File: config.mk
export PLATFORM = sky130hd
export DESIGN_NAME = clkgen_profile_sequencer_flat
export DESIGN_NICKNAME = d
export VERILOG_FILES = /design/src/rtl/clkgen_profile_sequencer_if.sv /design/src/rtl/clkgen_profile_sequencer.sv /design/src/flat_wrapper.sv
export SDC_FILE = /design/constraint.sdc
export NUM_CORES = 1
export LEC_CHECK = 0
export CORE_ASPECT_RATIO = 0.9
export CORE_MARGIN = 4
export CORE_UTILIZATION = 32
export CTS_CLUSTER_SIZE = 10
export DETAILED_ROUTE_END_ITERATION = 8
export GPL_TIMING_DRIVEN = 0
export PLACE_DENSITY = 0.47
export SLEW_MARGIN = 20
export SYNTH_ARGS = -nofsm -noshare
export SYNTH_HDL_FRONTEND = slang
export SYNTH_SLANG_ARGS = --single-unit
File: constraint.sdc
create_clock -name clk -period 3.35 [get_ports clk]
set_clock_uncertainty 0.15 [all_clocks]
set_input_delay 0.8375 -clock clk [delete_from_list [all_inputs] [get_ports clk]]
set_output_delay 0.8375 -clock clk [all_outputs]
set_load 0.01 [all_outputs]
File: src/rtl/clkgen_profile_sequencer_if.sv
// ---------------------------------------------------------------------------
// clkgen_profile_sequencer_if
// Bundles the profile-table write port, the request port, the clock_generator
// control/status lines and the sequencer status outputs.
//   master : control side (host/button logic plus the clock_generator model)
//   slave  : the sequencer itself
// Signals:
//   prof_wr_en/idx/m/d/o  table write strobe, entry index and field values
//   req_next, req_sel     step / direct-select request pulses, req_idx target
//   cg_m/cg_d/cg_o        fields presented to the clock_generator
//   cg_start              clock_generator start strobe
//   cg_done, cg_locked    clock_generator program_done / locked
//   busy, cur_idx, error, retry_cnt, req_drop   sequencer status
// ---------------------------------------------------------------------------
interface clkgen_profile_sequencer_if #(
    parameter int IDX_W = 2,
    parameter int M_W   = 7,
    parameter int D_W   = 4,
    parameter int O_W   = 8
);
    logic             prof_wr_en;
    logic [IDX_W-1:0] prof_wr_idx;
    logic [M_W-1:0]   prof_wr_m;
    logic [D_W-1:0]   prof_wr_d;
    logic [O_W-1:0]   prof_wr_o;
    logic             req_next;
    logic             req_sel;
    logic [IDX_W-1:0] req_idx;
    logic [M_W-1:0]   cg_m;
    logic [D_W-1:0]   cg_d;
    logic [O_W-1:0]   cg_o;
    logic             cg_start;
    logic             cg_done;
    logic             cg_locked;
    logic             busy;
    logic [IDX_W-1:0] cur_idx;
    logic             error;
    logic [1:0]       retry_cnt;
    logic             req_drop;

    modport master (
        output prof_wr_en, prof_wr_idx, prof_wr_m, prof_wr_d, prof_wr_o,
        output req_next, req_sel, req_idx, cg_done, cg_locked,
        input  cg_m, cg_d, cg_o, cg_start, busy, cur_idx, error, retry_cnt, req_drop
    );

    modport slave (
        input  prof_wr_en, prof_wr_idx, prof_wr_m, prof_wr_d, prof_wr_o,
        input  req_next, req_sel, req_idx, cg_done, cg_locked,
        output cg_m, cg_d, cg_o, cg_start, busy, cur_idx, error, retry_cnt, req_drop
    );
endinterface

File: src/rtl/clkgen_profile_sequencer.sv
// ---------------------------------------------------------------------------
// clkgen_profile_sequencer
// Reprograms the dynamic clock_generator from a writable table of
// NUM_PROFILES (M, D, O) profiles. A request (step or direct select) is
// accepted only when idle and the generator reports done; the selected
// fields are latched onto cg_m/cg_d/cg_o, cg_start is pulsed for START_LEN
// cycles, then a fresh done and lock are awaited. Each wait is bounded by
// TIMEOUT cycles; a timeout restarts the sequence up to MAX_RETRY times and
// then raises the sticky error flag.
// Ports:
//   clk    config clock
//   rst_n  asynchronous active-low reset
//   bus    clkgen_profile_sequencer_if.slave (table write, requests,
//          clock_generator interface, status)
// ---------------------------------------------------------------------------
module clkgen_profile_sequencer #(
    parameter int NUM_PROFILES = 4,
    parameter int IDX_W        = 2,
    parameter int M_W          = 7,
    parameter int D_W          = 4,
    parameter int O_W          = 8,
    parameter int START_LEN    = 7,
    parameter int TIMEOUT      = 65535,
    parameter int MAX_RETRY    = 2
) (
    input  logic                             clk,
    input  logic                             rst_n,
    clkgen_profile_sequencer_if.slave        bus
);
    localparam int TBL_W = (NUM_PROFILES > 1) ? $clog2(NUM_PROFILES) : 1;
    localparam int SL_W  = (START_LEN > 1) ? $clog2(START_LEN) : 1;
    localparam int TO_W  = (TIMEOUT > 1) ? $clog2(TIMEOUT) : 1;

    localparam logic [M_W-1:0] DEF_M = M_W'(7);
    localparam logic [D_W-1:0] DEF_D = D_W'(4);
    localparam logic [O_W-1:0] DEF_O = O_W'(100);

    typedef enum logic [1:0] {IDLE, START, WAIT_DONE, WAIT_LOCK} state_t;

    logic [M_W-1:0] tbl_m [NUM_PROFILES];
    logic [D_W-1:0] tbl_d [NUM_PROFILES];
    logic [O_W-1:0] tbl_o [NUM_PROFILES];

    state_t           state_q, state_d;
    logic [IDX_W-1:0] tgt_q, tgt_d;
    logic [IDX_W-1:0] cur_q, cur_d;
    logic [M_W-1:0]   m_q, m_d;
    logic [D_W-1:0]   d_q, d_d;
    logic [O_W-1:0]   o_q, o_d;
    logic [SL_W-1:0]  st_cnt_q, st_cnt_d;
    logic [TO_W-1:0]  to_cnt_q, to_cnt_d;
    logic             seen_low_q, seen_low_d;
    logic [1:0]       retry_q, retry_d;
    logic             err_q, err_d;
    logic             drop_q, drop_d;
    logic             start_q, busy_q;

    logic             any_req, sel_ok, wr_ok, to_hit, expire;
    logic [IDX_W-1:0] next_idx, sel_idx;
    logic [TBL_W-1:0] rd_idx;

    assign wr_ok    = int'(bus.prof_wr_idx) < NUM_PROFILES;
    assign any_req  = bus.req_sel | bus.req_next;
    assign sel_ok   = !bus.req_sel || (int'(bus.req_idx) < NUM_PROFILES);
    assign next_idx = (cur_q == IDX_W'(NUM_PROFILES - 1)) ? '0 : cur_q + IDX_W'(1);
    assign sel_idx  = bus.req_sel ? bus.req_idx : next_idx;
    assign rd_idx   = TBL_W'(sel_idx);
    assign to_hit   = (to_cnt_q == TO_W'(TIMEOUT - 1));

    always_ff @(posedge clk or negedge rst_n) begin
        if (!rst_n) begin
            for (int i = 0; i < NUM_PROFILES; i++) begin
                tbl_m[i] <= DEF_M;
                tbl_d[i] <= DEF_D;
                tbl_o[i] <= DEF_O;
            end
        end else if (bus.prof_wr_en && wr_ok) begin
            tbl_m[TBL_W'(bus.prof_wr_idx)] <= bus.prof_wr_m;
            tbl_d[TBL_W'(bus.prof_wr_idx)] <= bus.prof_wr_d;
            tbl_o[TBL_W'(bus.prof_wr_idx)] <= bus.prof_wr_o;
        end
    end

    always_comb begin
        state_d    = state_q;
        tgt_d      = tgt_q;
        cur_d      = cur_q;
        m_d        = m_q;
        d_d        = d_q;
        o_d        = o_q;
        st_cnt_d   = st_cnt_q;
        to_cnt_d   = to_cnt_q;
        // Remembers a low cg_done since START began so only a fresh
        // completion (fall then rise) advances WAIT_DONE.
        seen_low_d = seen_low_q | ~bus.cg_done;
        retry_d    = retry_q;
        err_d      = err_q;
        drop_d     = 1'b0;
        expire     = 1'b0;

        if (any_req && state_q != IDLE) drop_d = 1'b1;

        case (state_q)
            IDLE: begin
                if (any_req) begin
                    if (bus.cg_done && sel_ok) begin
                        tgt_d      = sel_idx;
                        m_d        = tbl_m[rd_idx];
                        d_d        = tbl_d[rd_idx];
                        o_d        = tbl_o[rd_idx];
                        retry_d    = 2'd0;
                        err_d      = 1'b0;
                        st_cnt_d   = SL_W'(START_LEN - 1);
                        seen_low_d = 1'b0;
                        state_d    = START;
                    end else begin
                        drop_d = 1'b1;
                    end
                end
            end
            START: begin
                if (st_cnt_q == '0) begin
                    to_cnt_d = '0;
                    state_d  = WAIT_DONE;
                end else begin
                    st_cnt_d = st_cnt_q - SL_W'(1);
                end
            end
            WAIT_DONE: begin
                if (bus.cg_done && seen_low_q) begin
                    to_cnt_d = '0;
                    state_d  = WAIT_LOCK;
                end else if (to_hit) begin
                    expire = 1'b1;
                end else begin
                    to_cnt_d = to_cnt_q + TO_W'(1);
                end
            end
            WAIT_LOCK: begin
                if (bus.cg_locked) begin
                    cur_d   = tgt_q;
                    state_d = IDLE;
                end else if (to_hit) begin
                    expire = 1'b1;
                end else begin
                    to_cnt_d = to_cnt_q + TO_W'(1);
                end
            end
            default: state_d = IDLE;
        endcase

        // Retry keeps the latched fields; only the start burst is replayed.
        if (expire) begin
            if (int'(retry_q) < MAX_RETRY) begin
                retry_d    = (retry_q == 2'd3) ? 2'd3 : retry_q + 2'd1;
                st_cnt_d   = SL_W'(START_LEN - 1);
                seen_low_d = 1'b0;
                state_d    = START;
            end else begin
                err_d   = 1'b1;
                state_d = IDLE;
            end
        end
    end

    // cg_start and busy are registered from the next state so they are
    // glitch-free and line up exactly with the START / non-IDLE states.
    always_ff @(posedge clk or negedge rst_n) begin
        if (!rst_n) begin
            state_q    <= IDLE;
            tgt_q      <= '0;
            cur_q      <= '0;
            m_q        <= DEF_M;
            d_q        <= DEF_D;
            o_q        <= DEF_O;
            st_cnt_q   <= '0;
            to_cnt_q   <= '0;
            seen_low_q <= 1'b0;
            retry_q    <= 2'd0;
            err_q      <= 1'b0;
            drop_q     <= 1'b0;
            start_q    <= 1'b0;
            busy_q     <= 1'b0;
        end else begin
            state_q    <= state_d;
            tgt_q      <= tgt_d;
            cur_q      <= cur_d;
            m_q        <= m_d;
            d_q        <= d_d;
            o_q        <= o_d;
            st_cnt_q   <= st_cnt_d;
            to_cnt_q   <= to_cnt_d;
            seen_low_q <= seen_low_d;
            retry_q    <= retry_d;
            err_q      <= err_d;
            drop_q     <= drop_d;
            start_q    <= (state_d == START);
            busy_q     <= (state_d != IDLE);
        end
    end

    assign bus.cg_m      = m_q;
    assign bus.cg_d      = d_q;
    assign bus.cg_o      = o_q;
    assign bus.cg_start  = start_q;
    assign bus.busy      = busy_q;
    assign bus.cur_idx   = cur_q;
    assign bus.error     = err_q;
    assign bus.retry_cnt = retry_q;
    assign bus.req_drop  = drop_q;
endmodule

File: src/flat_wrapper.sv
// flat-port wrapper written by rule: the top's interface ports become plain ports
module clkgen_profile_sequencer_flat 
#(
    parameter int NUM_PROFILES = 4,
    parameter int IDX_W        = 2,
    parameter int M_W          = 7,
    parameter int D_W          = 4,
    parameter int O_W          = 8,
    parameter int START_LEN    = 7,
    parameter int TIMEOUT      = 65535,
    parameter int MAX_RETRY    = 2
)
  (clk, rst_n, bus_prof_wr_en, bus_prof_wr_idx, bus_prof_wr_m, bus_prof_wr_d, bus_prof_wr_o, bus_req_next, bus_req_sel, bus_req_idx, bus_cg_done, bus_cg_locked, bus_cg_m, bus_cg_d, bus_cg_o, bus_cg_start, bus_busy, bus_cur_idx, bus_error, bus_retry_cnt, bus_req_drop);
  clkgen_profile_sequencer_if #(.IDX_W(IDX_W), .M_W(M_W), .D_W(D_W), .O_W(O_W)) bus_i ();
  input  logic clk;
  input  logic rst_n;
  input wire logic [$bits(bus_i.prof_wr_en)-1:0] bus_prof_wr_en;
  input wire logic [$bits(bus_i.prof_wr_idx)-1:0] bus_prof_wr_idx;
  input wire logic [$bits(bus_i.prof_wr_m)-1:0] bus_prof_wr_m;
  input wire logic [$bits(bus_i.prof_wr_d)-1:0] bus_prof_wr_d;
  input wire logic [$bits(bus_i.prof_wr_o)-1:0] bus_prof_wr_o;
  input wire logic [$bits(bus_i.req_next)-1:0] bus_req_next;
  input wire logic [$bits(bus_i.req_sel)-1:0] bus_req_sel;
  input wire logic [$bits(bus_i.req_idx)-1:0] bus_req_idx;
  input wire logic [$bits(bus_i.cg_done)-1:0] bus_cg_done;
  input wire logic [$bits(bus_i.cg_locked)-1:0] bus_cg_locked;
  output wire logic [$bits(bus_i.cg_m)-1:0] bus_cg_m;
  output wire logic [$bits(bus_i.cg_d)-1:0] bus_cg_d;
  output wire logic [$bits(bus_i.cg_o)-1:0] bus_cg_o;
  output wire logic [$bits(bus_i.cg_start)-1:0] bus_cg_start;
  output wire logic [$bits(bus_i.busy)-1:0] bus_busy;
  output wire logic [$bits(bus_i.cur_idx)-1:0] bus_cur_idx;
  output wire logic [$bits(bus_i.error)-1:0] bus_error;
  output wire logic [$bits(bus_i.retry_cnt)-1:0] bus_retry_cnt;
  output wire logic [$bits(bus_i.req_drop)-1:0] bus_req_drop;
  assign bus_i.prof_wr_en = bus_prof_wr_en;
  assign bus_i.prof_wr_idx = bus_prof_wr_idx;
  assign bus_i.prof_wr_m = bus_prof_wr_m;
  assign bus_i.prof_wr_d = bus_prof_wr_d;
  assign bus_i.prof_wr_o = bus_prof_wr_o;
  assign bus_i.req_next = bus_req_next;
  assign bus_i.req_sel = bus_req_sel;
  assign bus_i.req_idx = bus_req_idx;
  assign bus_i.cg_done = bus_cg_done;
  assign bus_i.cg_locked = bus_cg_locked;
  assign bus_cg_m = bus_i.cg_m;
  assign bus_cg_d = bus_i.cg_d;
  assign bus_cg_o = bus_i.cg_o;
  assign bus_cg_start = bus_i.cg_start;
  assign bus_busy = bus_i.busy;
  assign bus_cur_idx = bus_i.cur_idx;
  assign bus_error = bus_i.error;
  assign bus_retry_cnt = bus_i.retry_cnt;
  assign bus_req_drop = bus_i.req_drop;
  clkgen_profile_sequencer #(.NUM_PROFILES(NUM_PROFILES), .IDX_W(IDX_W), .M_W(M_W), .D_W(D_W), .O_W(O_W), .START_LEN(START_LEN), .TIMEOUT(TIMEOUT), .MAX_RETRY(MAX_RETRY)) u_core (.clk(clk), .rst_n(rst_n), .bus(bus_i));
endmodule
==> flow_summary_export.csv <==
group,metric,value,unit
outcome,status,"complete, no violations",
layout,n_fill_cell,1701,
power,clock_power_share,33.9,%
detailed_routing,antenna_left,0,
layout,fin_nets,554,
layout,drive_gt1_share,31.02,%
layout,antennaDiodeCount,0,
power,p_per_area,768.1,mW/mm^2
power,p_leak,3.020,nW
detailed_routing,wl_per_cell,17.96,um
global_route,antenna_found_initial,0,
yosys,synthMostInstantiatedCell,"dfrtp_1",
timing,hold_violations,0,
yosys,syn_inst,444,
timing,drv_slew,0,
layout,area_growth,25.86,%
layout,regArea,0.003222,mm^2
clock_tree,cts_tree,"yes",
floorplanning,rows,46,
power,intPower,3.915,mW
timing,period_needed,2.937,ns
timing,fmax,0.3405,GHz
yosys,ys_ff_latch,127,
place,io_buffers,55,
clock_tree,clockBufferDepth,2,
yosys,ys_types,51,
critical_path,worstReg2RegStart,"u_core.state_q[1]$_DFF_PN0_",
global_route,overflow,0,
yosys,yosys-top-cells-area,"dfrtp_1 40%, dfstp_2 16%, mux2_2 15%, mux2i_1 7.1%, o221ai_1 2.9%",
clock_tree,numCtsBuffers,17,
detailed_routing,drtPass1Iterations,4,
detailed_routing,drtIter0Drc,194,
detailed_routing,drt-total-wl,13870,um
clock_tree,root_buffer,"clkbuf_16",
global_route,grt_util_met2,22.41,%
place,dpl.hpwl,9086,um
yosys,synth.avg_cell_area,12.98,um^2
global_route,grt_pass1_wl,22490,um
power,swShare,29.72,%
critical_path,critPathMaxFanout,10,
yosys,synth_seq_area_share,55.91,%
critical_path,crit_arrival,3.11,ns
timing,setup_slack,0.4131,ns
detailed_routing,via_count,3887,
clock_tree,path_clk_slew,0.06,ns
detailed_routing,vias_per_cell,5.035,
worst_hold_path,min_path_type,"input port to asynchronous set/reset pin",
clock_tree,cts_resized,0,
job,cap_violations,0,
detailed_routing,drc,0,
global_route,grt_max_degree,97,
yosys,synthTopCellsByCount,"92 x dfrtp_1, 78 x mux2_2, 41 x mux2i_1, 35 x dfstp_2, 35 x nand2_1",
critical_path,critPathLaunchType,"input port",
timing,setup_tns,0,ns
floorplanning,die_area,0.02022,mm^2
yosys,ys.flop_type,"dfrtp_1",
power,total_power,5.571,mW
global_route,use_met1,19.97,%
layout,multi_input_area,0.002402,mm^2
critical_path,cp-end-kind,"register",
power,seqPwrFrac,39.8,%
timing,rsz0062_at_grt,"false",
timing,tightest_slew,1.023,ns
critical_path,required,3.52,ns
power,ir_worst_vdd,0.0003103,V
yosys,synth_top_area_share,39.95,%
yosys,synthArstFlopShare,100.0,%
clock_tree,cts.sinks,127,
yosys,yosysTopAreaCell,"dfrtp_1",
critical_path,crit_start,"bus_cg_done",
floorplanning,ios,57,
clock_tree,cts_setup_buffers,0,
timing,setup_viol,0,
global_route,grt_pass1_vias,4127,
yosys,netlist_area,0.005763,mm^2
clock_tree,hold_buffers,0,
timing,relSlewSlack,31.32,%
power,p_sw,1.656,mW
floorplanning,die_y,135.3,um
place,placed_cell_area,0.006646,mm^2
clock_tree,htreeDepth,4,
yosys,syn_nets,479,
critical_path,crit_type,"input port to register",
timing,post-route-period-util,87.67,%
layout,final_area,0.007253,mm^2
floorplanning,fp.dieW,149.5,um
floorplanning,start_util,32.62,%
critical_path,r2r_slack,0.83,ns
yosys,yosys_warnings,0,
global_route,grt-busiest-layer,"met2",
clock_tree,clk_latency,0.41,ns
global_route,grtUsageTotal,14.49,%
power,power_frac_comb,26.3,%
place,gp_congestion,0.7676,
global_route,met3_usage,4.383,%
place,pre_cts_slack,-0.01326,ns
critical_path,r2r_end,"u_core.bus.cg_o[0]$_DFFE_PN0P_",
floorplanning,core_area,0.01767,mm^2
critical_path,reg2reg_depth,5,
yosys,synth-edff-count,0,
## worst max-delay path: stages
cell,delay (ns)
clkdlybuf4s50_1,0.51
or3b_1,0.37
nor2_1,0.27
nand2_1,0.44
clkbuf_1,0.42
o221ai_1,0.25
## worst max-delay path by stage
| stage | endpoint | slack (ns) |
|---|---|---|
| after floorplan | u_core.bus.cg_d[3]$_DFFE_PN0P_ | 1.02 |
| after global placement | u_core.tbl_o[20]$_DFFE_PN0P_ | -3.74 |
| after CTS | u_core.bus.cg_o[0]$_DFFE_PN0P_ | 0.41 |
| after detailed placement | u_core.bus.cg_o[7]$_DFFE_PN0P_ | -0.01 |
| after global routing | u_core.bus.cg_o[1]$_DFFE_PN0P_ | 0.31 |
| final | u_core.bus.cg_o[0]$_DFFE_PN0P_ | 0.41 |
## through the flow
step                util (%)  std cells  hold WS [ns]
floorplan                  -        444        0.2931
global placement       37.43        739        0.3228
detailed placement     37.62        740        0.3301
CTS                    41.05        772        0.1168
global route           41.05        772        0.1236
finish                 41.05        772        0.1240
## registers in the layout, summed over array words and instances (netlist names)
signal,cells
u_core.bus.error,1
u_core.tbl_m,28
u_core.bus.req_drop,1
u_core.tgt_q,2
u_core.seen_low_q,1
u_core.bus.cg_d,4
u_core.bus.cg_o,8
u_core.to_cnt_q,16
u_core.bus.cg_m,7
u_core.st_cnt_q,3
u_core.bus.cur_idx,2
u_core.tbl_o,32
u_core.bus.busy,1
u_core.tbl_d,16
u_core.bus.retry_cnt,2
u_core.bus.cg_start,1
u_core.state_q,2
## power by group through the flow
stage | logic (mW) | registers [mW] | clock network [mW]
finish | 1.47 | 2.22 | 1.89
global route | 1.62 | 2.27 | 2.01
CTS | 1.49 | 2.23 | 1.94
detailed placement | 1.49 | 2.25 | 0
global placement | 1.47 | 2.24 | 0
floorplan | 0.839 | 2.24 | 0
## cell usage in the layout (no fill, tap or decap), drive strengths merged, types with 7 or more instances in the layout
cell           Yosys  layout
clkbuf             9      29
nor2               7       7
clkdlybuf4s50      0      54
o221ai            19      19
o21ai              8       8
nand2             35      35
nand3              9       9
dfrtp             92      92
nand4              8       8
dfstp             35      35
or4               12      12
o31ai             10      10
inv                6       8
mux2              78      78
a21oi             15      15
buf               13      15
mux2i             41      41
## cells by family after synthesis
group	after synthesis	synth area share, %
flip-flops	127	55.91
multiplexers	119	22.36
AND/OR/NAND/NOR	101	10.07
buffers and inverters	28	2.410
adder cells (fa/ha/maj)	5	1.086
AO/OA/AOI/OAI	64	8.163
## area by class of cell
class / instances / share of cell area [%]
Buffer: 22 / 1.604
Inverter: 6 / 0.3105
Tap cell: 240 / 4.140
Clock buffer: 20 / 6.158
Multi-Input combinational cell: 289 / 33.12
Sequential cell: 127 / 44.42
Clock inverter: 12 / 2.208
Timing Repair Buffer: 56 / 8.039
## metal layers
layer,wire length [um],vias up
met1,6748,1990
met5,0,-
met4,102,0
met3,494,9
met2,6522,73
li1,-,1815
Power figures use the tool's default switching activity.
==> edit: new RTL, config.mk and constraints unchanged <==
`M_W` is set to 7 in 3 places; all go to 8.
--- a/src/rtl/clkgen_profile_sequencer_if.sv
+++ b/src/rtl/clkgen_profile_sequencer_if.sv
@@ -14,7 +14,7 @@
 // ---------------------------------------------------------------------------
 interface clkgen_profile_sequencer_if #(
     parameter int IDX_W = 2,
-    parameter int M_W   = 7,
+    parameter int M_W   = 8,
     parameter int D_W   = 4,
     parameter int O_W   = 8
 );
--- a/src/rtl/clkgen_profile_sequencer.sv
+++ b/src/rtl/clkgen_profile_sequencer.sv
@@ -16,7 +16,7 @@
 module clkgen_profile_sequencer #(
     parameter int NUM_PROFILES = 4,
     parameter int IDX_W        = 2,
-    parameter int M_W          = 7,
+    parameter int M_W          = 8,
     parameter int D_W          = 4,
     parameter int O_W          = 8,
     parameter int START_LEN    = 7,
--- a/src/flat_wrapper.sv
+++ b/src/flat_wrapper.sv
@@ -3,7 +3,7 @@
 #(
     parameter int NUM_PROFILES = 4,
     parameter int IDX_W        = 2,
-    parameter int M_W          = 7,
+    parameter int M_W          = 8,
     parameter int D_W          = 4,
     parameter int O_W          = 8,
     parameter int START_LEN    = 7,
Interface: changed (resized bus_cg_m and bus_prof_wr_m); port bits go from 57 to 59. No check against the original RTL was run, so the function may have changed too.
==> edit against the original RTL <==
Synthesized cell count grew 3.8%; area after synthesis grew 3.4%; utilization shrank 0.22 points; total power grew 1.1%; design area grew 3.3%; sequential cell count grew 5; global-route usage shrank 0.51 points; critical path type unchanged; via count grew 2.2%; setup slack gained 0.20 ns; largest cell class unchanged; critical endpoint unchanged; wire length grew 1.1%.
==> edit: results <==
group,metric,value,unit
synthesis,yosys-top-cells-area,"dfrtp_1 41%, mux2_2 16%, dfstp_2 15%",
cts,numCtsBuffers,17,
power,p_leak,3.13,nW
synthesis,synthFlopType,"dfrtp_1",
placement,dp_slack,0.222,ns
global_routing,grt.total_usage,0.140,
min_path,hp-class,"input port to async pin",
sta,tightest_slew,0.862,ns
final_layout,multiInputGateArea,2470,sq um
synthesis,ys_warn_count,0,
synthesis,ys_types,48,
global_routing,grt_pass1_wl,22500,microns
placement,placed_area,6880,sq um
final_layout,diodes,0,
synthesis,synthTopCellsByCount,"97 x dfrtp_1, 84 x mux2_2, 42 x mux2i_1",
final_layout,drive_gt1_frac,0.308,
placement,gp_congestion,0.803,
placement,dp_hpwl,9380,microns
global_routing,antenna_found_initial,1,
cts,htreeDepth,4,
run_status,outcome,"complete, no violations",
final_layout,reg_top3,"u_core.tbl_m: 32 flops, u_core.tbl_o: 32 flops",
synthesis,synth-seq-area-share,0.562,
detailed_routing,drt_first_pass_iters,4,
placement,port_buffers,58,
detailed_routing,wl,14000,microns
setup_path,critical_path_peak_fanout,10,
final_layout,nets,575,
detailed_routing,via_count,3972,
global_routing,grt_max_degree,101,
synthesis,synth_nets,497,
detailed_routing,drt-initial-drc-count,173,
power,worst_ir_drop_vdd,0.000342,V
setup_path,cp.arrival,2.84,ns
global_routing,grt_pass1_vias,4125,
final_layout,fill_cells,1753,
==> edit: changes by cell type in the layout (fill, tap and decap cells not counted), sizes merged, moves of 2 or more <==
| cell | before | now |
|---|---|---|
| mux2 | 78 | 84 |
| dfrtp | 92 | 97 |
| nand4 | 8 | 4 |
| a211oi | 0 | 2 |
| a21oi | 15 | 17 |
| o21ai | 8 | 5 |
| a21boi | 1 | 4 |
| and2 | 2 | 5 |
| clkbuf | 29 | 33 |
| buf | 15 | 13 |
| clkdlybuf4s50 | 54 | 57 |
| or4 | 12 | 10 |
==> edit: cells by family (layout without fill, tap and decap cells) <==
group / count (synthesis) / in the layout / synth area share
AO/OA/AOI/OAI: 69 / 69 / 0.0867
adder cells (fa/ha/maj): 5 / 5 / 0.0105
buffers and inverters: 33 / 124 / 0.0246
flip-flops: 132 / 132 / 0.562
multiplexers: 126 / 126 / 0.229
AND/OR/NAND/NOR: 96 / 96 / 0.0873
==> edit: path summary, 6_finish.rpt <==
check | endpoint | startpoint | slack (ns) | depth (start not counted)
max | u_core.bus.cg_o[0] | bus_req_sel | 0.61 | 6
max reg2reg | u_core.bus.cg_o[0] | u_core.bus.cur_idx[0] | 1.07 | 6
min | u_core.to_cnt_q[14] | rst_n | 0.12 | 1
min in group clk | u_core.tgt_q[1] | u_core.tgt_q[1] | 0.33 | 1
max in group asynchronous | u_core.tbl_d[10] | rst_n | 2.13 | 2
min reg2reg | u_core.tgt_q[1] | u_core.tgt_q[1] | 0.33 | 1
==> edit: power by group <==
| part | switching [mW] | leakage, nW | total, mW | internal [mW] |
|---|---|---|---|---|
| Combinational | 0.698 | 1.28 | 1.44 | 0.744 |
| Clock | 0.694 | 0.284 | 1.90 | 1.21 |
| Sequential | 0.234 | 1.56 | 2.29 | 2.06 |
==> edit: area by class of cell <==
| type | count | share of cell area |
|---|---|---|
| clock inverter | 12 | 0.0207 |
| sequential | 132 | 0.447 |
| clock buffer | 20 | 0.0610 |
| multi-input combinational | 296 | 0.329 |
| timing repair buffer | 59 | 0.0818 |
| inverter | 9 | 0.00451 |
| buffer | 24 | 0.0150 |
| tap | 245 | 0.0409 |
==> edit: routing by layer <==
layer	vias up	GRT usage	wire (microns)
li1	1872	-	-
met1	2012	0.191	6830
met2	68	0.215	6460
met3	18	0.0418	542
met4	2	0.0429	188
met5	-	0	13
==> edit: critical path: stages <==
cell and delay [ns]:
clkdlybuf4s50_1 0.56, nor3_1 0.09, a21oi_1 0.46, buf_2 0.45
mux2i_1 0.29, o221ai_1 0.14
==> edit: metrics by stage <==
| step | power (mW) | std cells |
|---|---|---|
| after floorplan | 3.13 | 461 |
| after global placement | 3.74 | 764 |
| after detailed placement | 3.79 | 765 |
| after CTS | 5.73 | 797 |
| after global routing | 5.97 | 797 |
| final | 5.63 | 797 |
